File: config.mk
export PLATFORM = sky130hd
export DESIGN_NAME = imem_loader
export DESIGN_NICKNAME = d
export VERILOG_FILES = /design/src/rtl/imem_loader.sv
export SDC_FILE = /design/constraint.sdc
export NUM_CORES = 1
export LEC_CHECK = 0
export ABC_AREA = 1
export CAP_MARGIN = 20
export CORE_MARGIN = 2
export CORE_UTILIZATION = 40
export DETAILED_ROUTE_END_ITERATION = 6
export GPL_TIMING_DRIVEN = 0
export PLACE_DENSITY = 0.65
export SLEW_MARGIN = 10
export SYNTH_ARGS = -nofsm -noshare
export SYNTH_HDL_FRONTEND = slang
export SYNTH_SLANG_ARGS = --single-unit
File: constraint.sdc
create_clock -name clk -period 2.9 [get_ports clk]
set_clock_uncertainty 0.15 [all_clocks]
set_input_delay 0.725 -clock clk [delete_from_list [all_inputs] [get_ports clk]]
set_output_delay 0.725 -clock clk [all_outputs]
set_load 0.02 [all_outputs]
File: src/rtl/imem_loader.sv
// Byte-stream loader that writes framed 32-bit words into instruction memory.
// Define IMEM_LOADER_CKSUM_EN to require a trailing XOR checksum byte per frame.
`timescale 1ns/1ps
module imem_loader #(
  parameter int          ADDR_W    = 8,
  parameter logic [7:0]  SYNC_BYTE = 8'hA5
) (
  input  logic              clk,
  input  logic              rst_n,
  input  logic              s_valid,
  input  logic [7:0]        s_data,
  output logic              s_ready,
  output logic              wr_en,
  output logic [ADDR_W-1:0] wr_addr,
  output logic [31:0]       wr_data,
  output logic              core_hold,
  output logic              done,
  output logic              error
);

`ifdef IMEM_LOADER_CKSUM_EN
  typedef enum logic [2:0] {
    IDLE, COUNT, DATA, WRITE, CKSUM, DONE, ERR
  } state_t;
`else
  typedef enum logic [2:0] {
    IDLE, COUNT, DATA, WRITE, DONE
  } state_t;
`endif

  state_t              state_q;
  logic [7:0]          cnt_q;
  logic [7:0]          widx_q;
  logic [1:0]          bidx_q;
  logic [23:0]         shift_q;
  logic                rdy_q;
  logic                wen_q;
  logic [ADDR_W-1:0]   waddr_q;
  logic [31:0]         wdata_q;
  logic                hold_q;
  logic                done_q;
`ifdef IMEM_LOADER_CKSUM_EN
  logic [7:0]          xor_q;
  logic                err_q;
`endif

  logic xfer, is_sync, last;
  assign xfer    = s_valid & rdy_q;
  assign is_sync = (s_data == SYNC_BYTE);
  assign last    = (widx_q == cnt_q);

  always_ff @(posedge clk or negedge rst_n) begin
    if (!rst_n) begin
      state_q <= IDLE;
      cnt_q   <= '0;
      widx_q  <= '0;
      bidx_q  <= '0;
      shift_q <= '0;
      rdy_q   <= 1'b0;
      wen_q   <= 1'b0;
      waddr_q <= '0;
      wdata_q <= '0;
      hold_q  <= 1'b1;
      done_q  <= 1'b0;
`ifdef IMEM_LOADER_CKSUM_EN
      xor_q   <= '0;
      err_q   <= 1'b0;
`endif
    end else begin
      wen_q <= 1'b0;
      rdy_q <= 1'b1;
      unique case (state_q)
`ifdef IMEM_LOADER_CKSUM_EN
        IDLE, DONE, ERR: begin
`else
        IDLE, DONE: begin
`endif
          if (xfer && is_sync) begin
            state_q <= COUNT;
            hold_q  <= 1'b1;
            done_q  <= 1'b0;
`ifdef IMEM_LOADER_CKSUM_EN
            err_q   <= 1'b0;
`endif
          end
        end
        COUNT: begin
          if (xfer) begin
            cnt_q   <= s_data;
            widx_q  <= '0;
            bidx_q  <= '0;
            state_q <= DATA;
`ifdef IMEM_LOADER_CKSUM_EN
            xor_q   <= s_data;
`endif
          end
        end
        DATA: begin
          if (xfer) begin
            shift_q <= {shift_q[15:0], s_data};
            bidx_q  <= bidx_q + 2'd1;
`ifdef IMEM_LOADER_CKSUM_EN
            xor_q   <= xor_q ^ s_data;
`endif
            if (bidx_q == 2'd3) begin
              state_q <= WRITE;
              wen_q   <= 1'b1;
              rdy_q   <= 1'b0;
              waddr_q <= ADDR_W'(widx_q);
              wdata_q <= {shift_q, s_data};
`ifndef IMEM_LOADER_CKSUM_EN
              // No checksum: release the core on the final data byte.
              if (last) begin
                done_q <= 1'b1;
                hold_q <= 1'b0;
              end
`endif
            end
          end
        end
        WRITE: begin
          if (last) begin
`ifdef IMEM_LOADER_CKSUM_EN
            state_q <= CKSUM;
`else
            state_q <= DONE;
`endif
          end else begin
            widx_q  <= widx_q + 8'd1;
            state_q <= DATA;
          end
        end
`ifdef IMEM_LOADER_CKSUM_EN
        CKSUM: begin
          if (xfer) begin
            if (s_data == xor_q) begin
              state_q <= DONE;
              done_q  <= 1'b1;
              hold_q  <= 1'b0;
            end else begin
              state_q <= ERR;
              err_q   <= 1'b1;
            end
          end
        end
`endif
        default: state_q <= IDLE;
      endcase
    end
  end

  assign s_ready   = rdy_q;
  assign wr_en     = wen_q;
  assign wr_addr   = waddr_q;
  assign wr_data   = wdata_q;
  assign core_hold = hold_q;
  assign done      = done_q;
`ifdef IMEM_LOADER_CKSUM_EN
  assign error     = err_q;
`else
  assign error     = 1'b0;
`endif

endmodule

==> run_summary.xml <==
<?xml version="1.0" encoding="UTF-8"?>
<metrics>
  <group name="grt">
    <metric name="grt_start_max_net_pins" unit="">56</metric>
    <metric name="antenna_violations_before_repair" unit="">0</metric>
    <metric name="first_global_vias" unit="">2839</metric>
    <metric name="grt.overflow.total" unit="">0</metric>
    <metric name="grtUsageTotal" unit="">0.1769</metric>
    <metric name="grt_pass1_wl" unit="mm">13.92</metric>
  </group>
  <group name="worst_setup_path">
    <metric name="cp_cell_sequence" unit="">clkdlybuf4s50_1</metric>
    <metric name="critical_path.startpoint_type" unit="">flip-flop</metric>
    <metric name="crit_buf_inv" unit="">1</metric>
    <metric name="critical-path-slowest-cell" unit="">sky130_fd_sc_hd__clkdlybuf4s50_1</metric>
    <metric name="critical-path-top-delay-family" unit="">buffers and inverters</metric>
    <metric name="critical_path.endpoint_type" unit="">output pin</metric>
    <metric name="critical_path_required" unit="ps">2030</metric>
    <metric name="path_class" unit="">flip-flop to output pin</metric>
    <metric name="worstPathMaxFanout" unit="">2</metric>
    <metric name="crit_arrival" unit="ps">1490</metric>
    <metric name="cp_slowest_stage_delay" unit="ps">600</metric>
  </group>
  <group name="finish">
    <metric name="final_layout_size_suffix_gt1_frac" unit="">0.08058</metric>
    <metric name="postLayoutCellArea" unit="sq um">4637</metric>
    <metric name="area.growth.synth_to_final" unit="%">24.49</metric>
    <metric name="layout_common_cells" unit="">sky130_fd_sc_hd__nand2_1, sky130_fd_sc_hd__dfrtp_1, sky130_fd_sc_hd__clkdlybuf4s50_1</metric>
    <metric name="leading_cell_type_in_the_layout_fill_and_taps_excluded" unit="">sky130_fd_sc_hd__nand2_1</metric>
    <metric name="finish.net_count" unit="">492</metric>
    <metric name="diodes" unit="">0</metric>
  </group>
  <group name="timing">
    <metric name="timing.final.setup_violations" unit="">0</metric>
    <metric name="timing_worst_slew_pin_value" unit="ps">595.7</metric>
    <metric name="timing.fmax" unit="MHz">423.5</metric>
    <metric name="rsz0062_at_grt" unit="">no</metric>
    <metric name="final-hold-violation-count" unit="">0</metric>
    <metric name="max_slew_margin" unit="">0.6028</metric>
    <metric name="drv_slew" unit="">0</metric>
    <metric name="hold-worst-slack" unit="ps">165.9</metric>
    <metric name="finalCritPeriodShare" unit="">0.8142</metric>
    <metric name="period_minus_ws_final" unit="ps">2361</metric>
    <metric name="fin_tns_setup" unit="ps">0</metric>
  </group>
  <group name="cts">
    <metric name="htree_levels" unit="">3</metric>
    <metric name="clock-sinks" unit="">89</metric>
    <metric name="numCtsBuffers" unit="">9</metric>
    <metric name="cts_setup_buffers" unit="">0</metric>
    <metric name="post_cts_resized" unit="">0</metric>
    <metric name="count_of_hold_buffers_inserted_by_post_cts_repair" unit="">0</metric>
    <metric name="cts_tree" unit="">built</metric>
    <metric name="clockRootBuffer" unit="">sky130_fd_sc_hd__clkbuf_8</metric>
    <metric name="insertion_delay" unit="ps">360</metric>
    <metric name="clkSlewWorstSetupHoldPaths" unit="ps">80</metric>
    <metric name="clockBufferDepth" unit="">2</metric>
  </group>
  <group name="power">
    <metric name="share_comb_of_total_power" unit="">0.359</metric>
    <metric name="leakage" unit="nW">2.214</metric>
    <metric name="powerDensity" unit="nW/um^2">946.6</metric>
    <metric name="clock_power_frac" unit="">0.202</metric>
    <metric name="vdd_ir_drop_max" unit="uV">457.4</metric>
    <metric name="design_power_total" unit="mW">4.390</metric>
    <metric name="switchingPower" unit="mW">1.613</metric>
    <metric name="p_int" unit="mW">2.777</metric>
    <metric name="pwr-share-seq" unit="">0.439</metric>
    <metric name="netSwitchingFraction" unit="">0.3674</metric>
  </group>
  <group name="hold_path">
    <metric name="hold_path_class" unit="">input port to async pin</metric>
  </group>
  <group name="routing">
    <metric name="ant_nets" unit="">0</metric>
    <metric name="drcViolationCount" unit="">0</metric>
    <metric name="totalWireLength" unit="mm">8.395</metric>
    <metric name="drt_iter0_markers" unit="">105</metric>
    <metric name="routed_via_density" unit="">4.818</metric>
    <metric name="firstDrtPassIters" unit="">4</metric>
    <metric name="vias" unit="">2867</metric>
    <metric name="drt-wirelength-per-cell" unit="um">14.11</metric>
  </group>
  <group name="placement">
    <metric name="postPlaceCellArea" unit="sq um">4429</metric>
    <metric name="gp_routability_congestion" unit="">0.8259</metric>
    <metric name="post-dp-hpwl" unit="mm">5.985</metric>
    <metric name="buffer_ports.inserted" unit="">54</metric>
  </group>
  <group name="synthesis">
    <metric name="synth_largest_type_area_fraction" unit="">0.5912</metric>
    <metric name="yosys-top-cells-area" unit="">sky130_fd_sc_hd__dfrtp_1, sky130_fd_sc_hd__nand2_1, sky130_fd_sc_hd__o21ai_0, sky130_fd_sc_hd__inv_1, sky130_fd_sc_hd__o21ai_1</metric>
    <metric name="synth_area_leader_cell" unit="">sky130_fd_sc_hd__dfrtp_1</metric>
    <metric name="synthesis.yosys.warnings" unit="">0</metric>
    <metric name="netlist_area_before_placement" unit="sq um">3725</metric>
    <metric name="synth_area_per_cell" unit="sq um">9.019</metric>
    <metric name="postSynthNetCount" unit="">426</metric>
    <metric name="syn-instance-count" unit="">413</metric>
    <metric name="synth_sequential_area_ratio" unit="">0.5983</metric>
    <metric name="synth-seq-cells" unit="">89</metric>
    <metric name="netlist-cell-type-count" unit="">29</metric>
  </group>
  <group name="die">
    <metric name="ioPinCount" unit="">56</metric>
    <metric name="initial_core_util" unit="">0.4070</metric>
    <metric name="die_height" unit="um">100.5</metric>
    <metric name="die_width" unit="um">100.5</metric>
    <metric name="die_area" unit="sq um">10100</metric>
    <metric name="num_rows" unit="">35</metric>
    <metric name="core_region_area" unit="sq um">9153</metric>
  </group>
  <group name="flow_run">
    <metric name="maxCapViolCount" unit="">0</metric>
  </group>
  <group name="status">
    <metric name="run_status" unit="">finished, final reports clean</metric>
  </group>
</metrics>
## worst reg2reg max path: stages, from the launching register on
cell and delay, ps:
sky130_fd_sc_hd__dfrtp_1 390, sky130_fd_sc_hd__inv_1 110, sky130_fd_sc_hd__nand3_1 260, sky130_fd_sc_hd__inv_1 250, sky130_fd_sc_hd__nand2_1 90, sky130_fd_sc_hd__nand2_1 200
sky130_fd_sc_hd__nand2_2 170, sky130_fd_sc_hd__nand2_1 90, sky130_fd_sc_hd__nand2_1 50
## power by group through the flow
stage | registers (mW) | logic (mW) | clock network [mW]
after floorplan | 2.10 | 0.794 | 0
after global placement | 1.94 | 1.54 | 0
after detailed placement | 1.95 | 1.58 | 0
after CTS | 1.93 | 1.60 | 0.903
after global routing | 1.98 | 1.76 | 0.963
final | 1.93 | 1.58 | 0.885
## path summary, 6_finish.rpt
| kind | from | to | slack [ps] | cells after the start |
|---|---|---|---|---|
| hold reg to reg | core_hold | core_hold | 330 | 2 |
| max in group asynchronous | rst_n | wr_data[5] | 1810 | 2 |
| setup / recovery | core_hold | core_hold | 540 | 1 |
| hold / removal | rst_n | shift_q[10] | 170 | 1 |
| min in group clk | core_hold | core_hold | 330 | 2 |
| setup reg to reg | state_q[2] | widx_q[1] | 1040 | 8 |
## final cells by class
type	instances	area (sq um)
fill	849	4516
sequential	89	2228
multi-input combinational	258	1206
timing repair buffer	55	565.5
inverter	52	195.2
clock buffer	14	172.7
tap	111	138.9
buffer	14	95.09
clock inverter	2	35.03
## metrics by stage
step / util / setup slack [ps] / instances
floorplan: - / 949.4 / 413
global placement: 0.4812 / -2246 / 578
detailed placement: 0.4839 / 239.0 / 579
CTS: 0.5066 / 522.2 / 595
global route: 0.5066 / 469.6 / 595
finish: 0.5066 / 538.7 / 595
## routing by layer
| layer | vias up | track usage | part of all wire |
|---|---|---|---|
| met5 | - | 0 | 0 |
| met4 | 0 | 0.06322 | 0.012 |
| met3 | 8 | 0.02982 | 0.048 |
| met2 | 69 | 0.2767 | 0.46 |
| met1 | 1361 | 0.2506 | 0.48 |
| li1 | 1429 | - | - |
## sequential cells by signal, indices dropped and copies added (netlist names)
signal,cells
wr_data,32
shift_q,24
bidx_q,2
state_q,3
cnt_q,8
widx_q,8
wr_en,1
core_hold,1
wr_addr,8
s_ready,1
done,1
## kinds of logic (layout without fill, tap and decap cells)
| kind of cell | after synthesis | after routing | share of synthesized area |
|---|---|---|---|
| adder cells (fa/ha/maj) | 2 | 2 | 0.006717 |
| flip-flops | 89 | 89 | 0.5983 |
| other | 1 | 1 | 0.001007 |
| XOR/XNOR | 6 | 6 | 0.01411 |
| buffers and inverters | 66 | 137 | 0.07793 |
| AO/OA/AOI/OAI | 74 | 74 | 0.1058 |
| AND/OR/NAND/NOR | 175 | 175 | 0.1962 |
## Yosys cell counts (all sizes together)
cell type,count
nand2,138
dfrtp,88
o21ai,70
inv,52
nor2,16
nand3,15
buf,9
clkbuf,5
xnor2,5
nor3,3
a21oi,2
ha,2
nor3b,2
a22o,1
conb,1
dfstp,1
nand4,1
o22ai,1
xor2,1
Note: power is estimated with default switching activity, not from simulation.
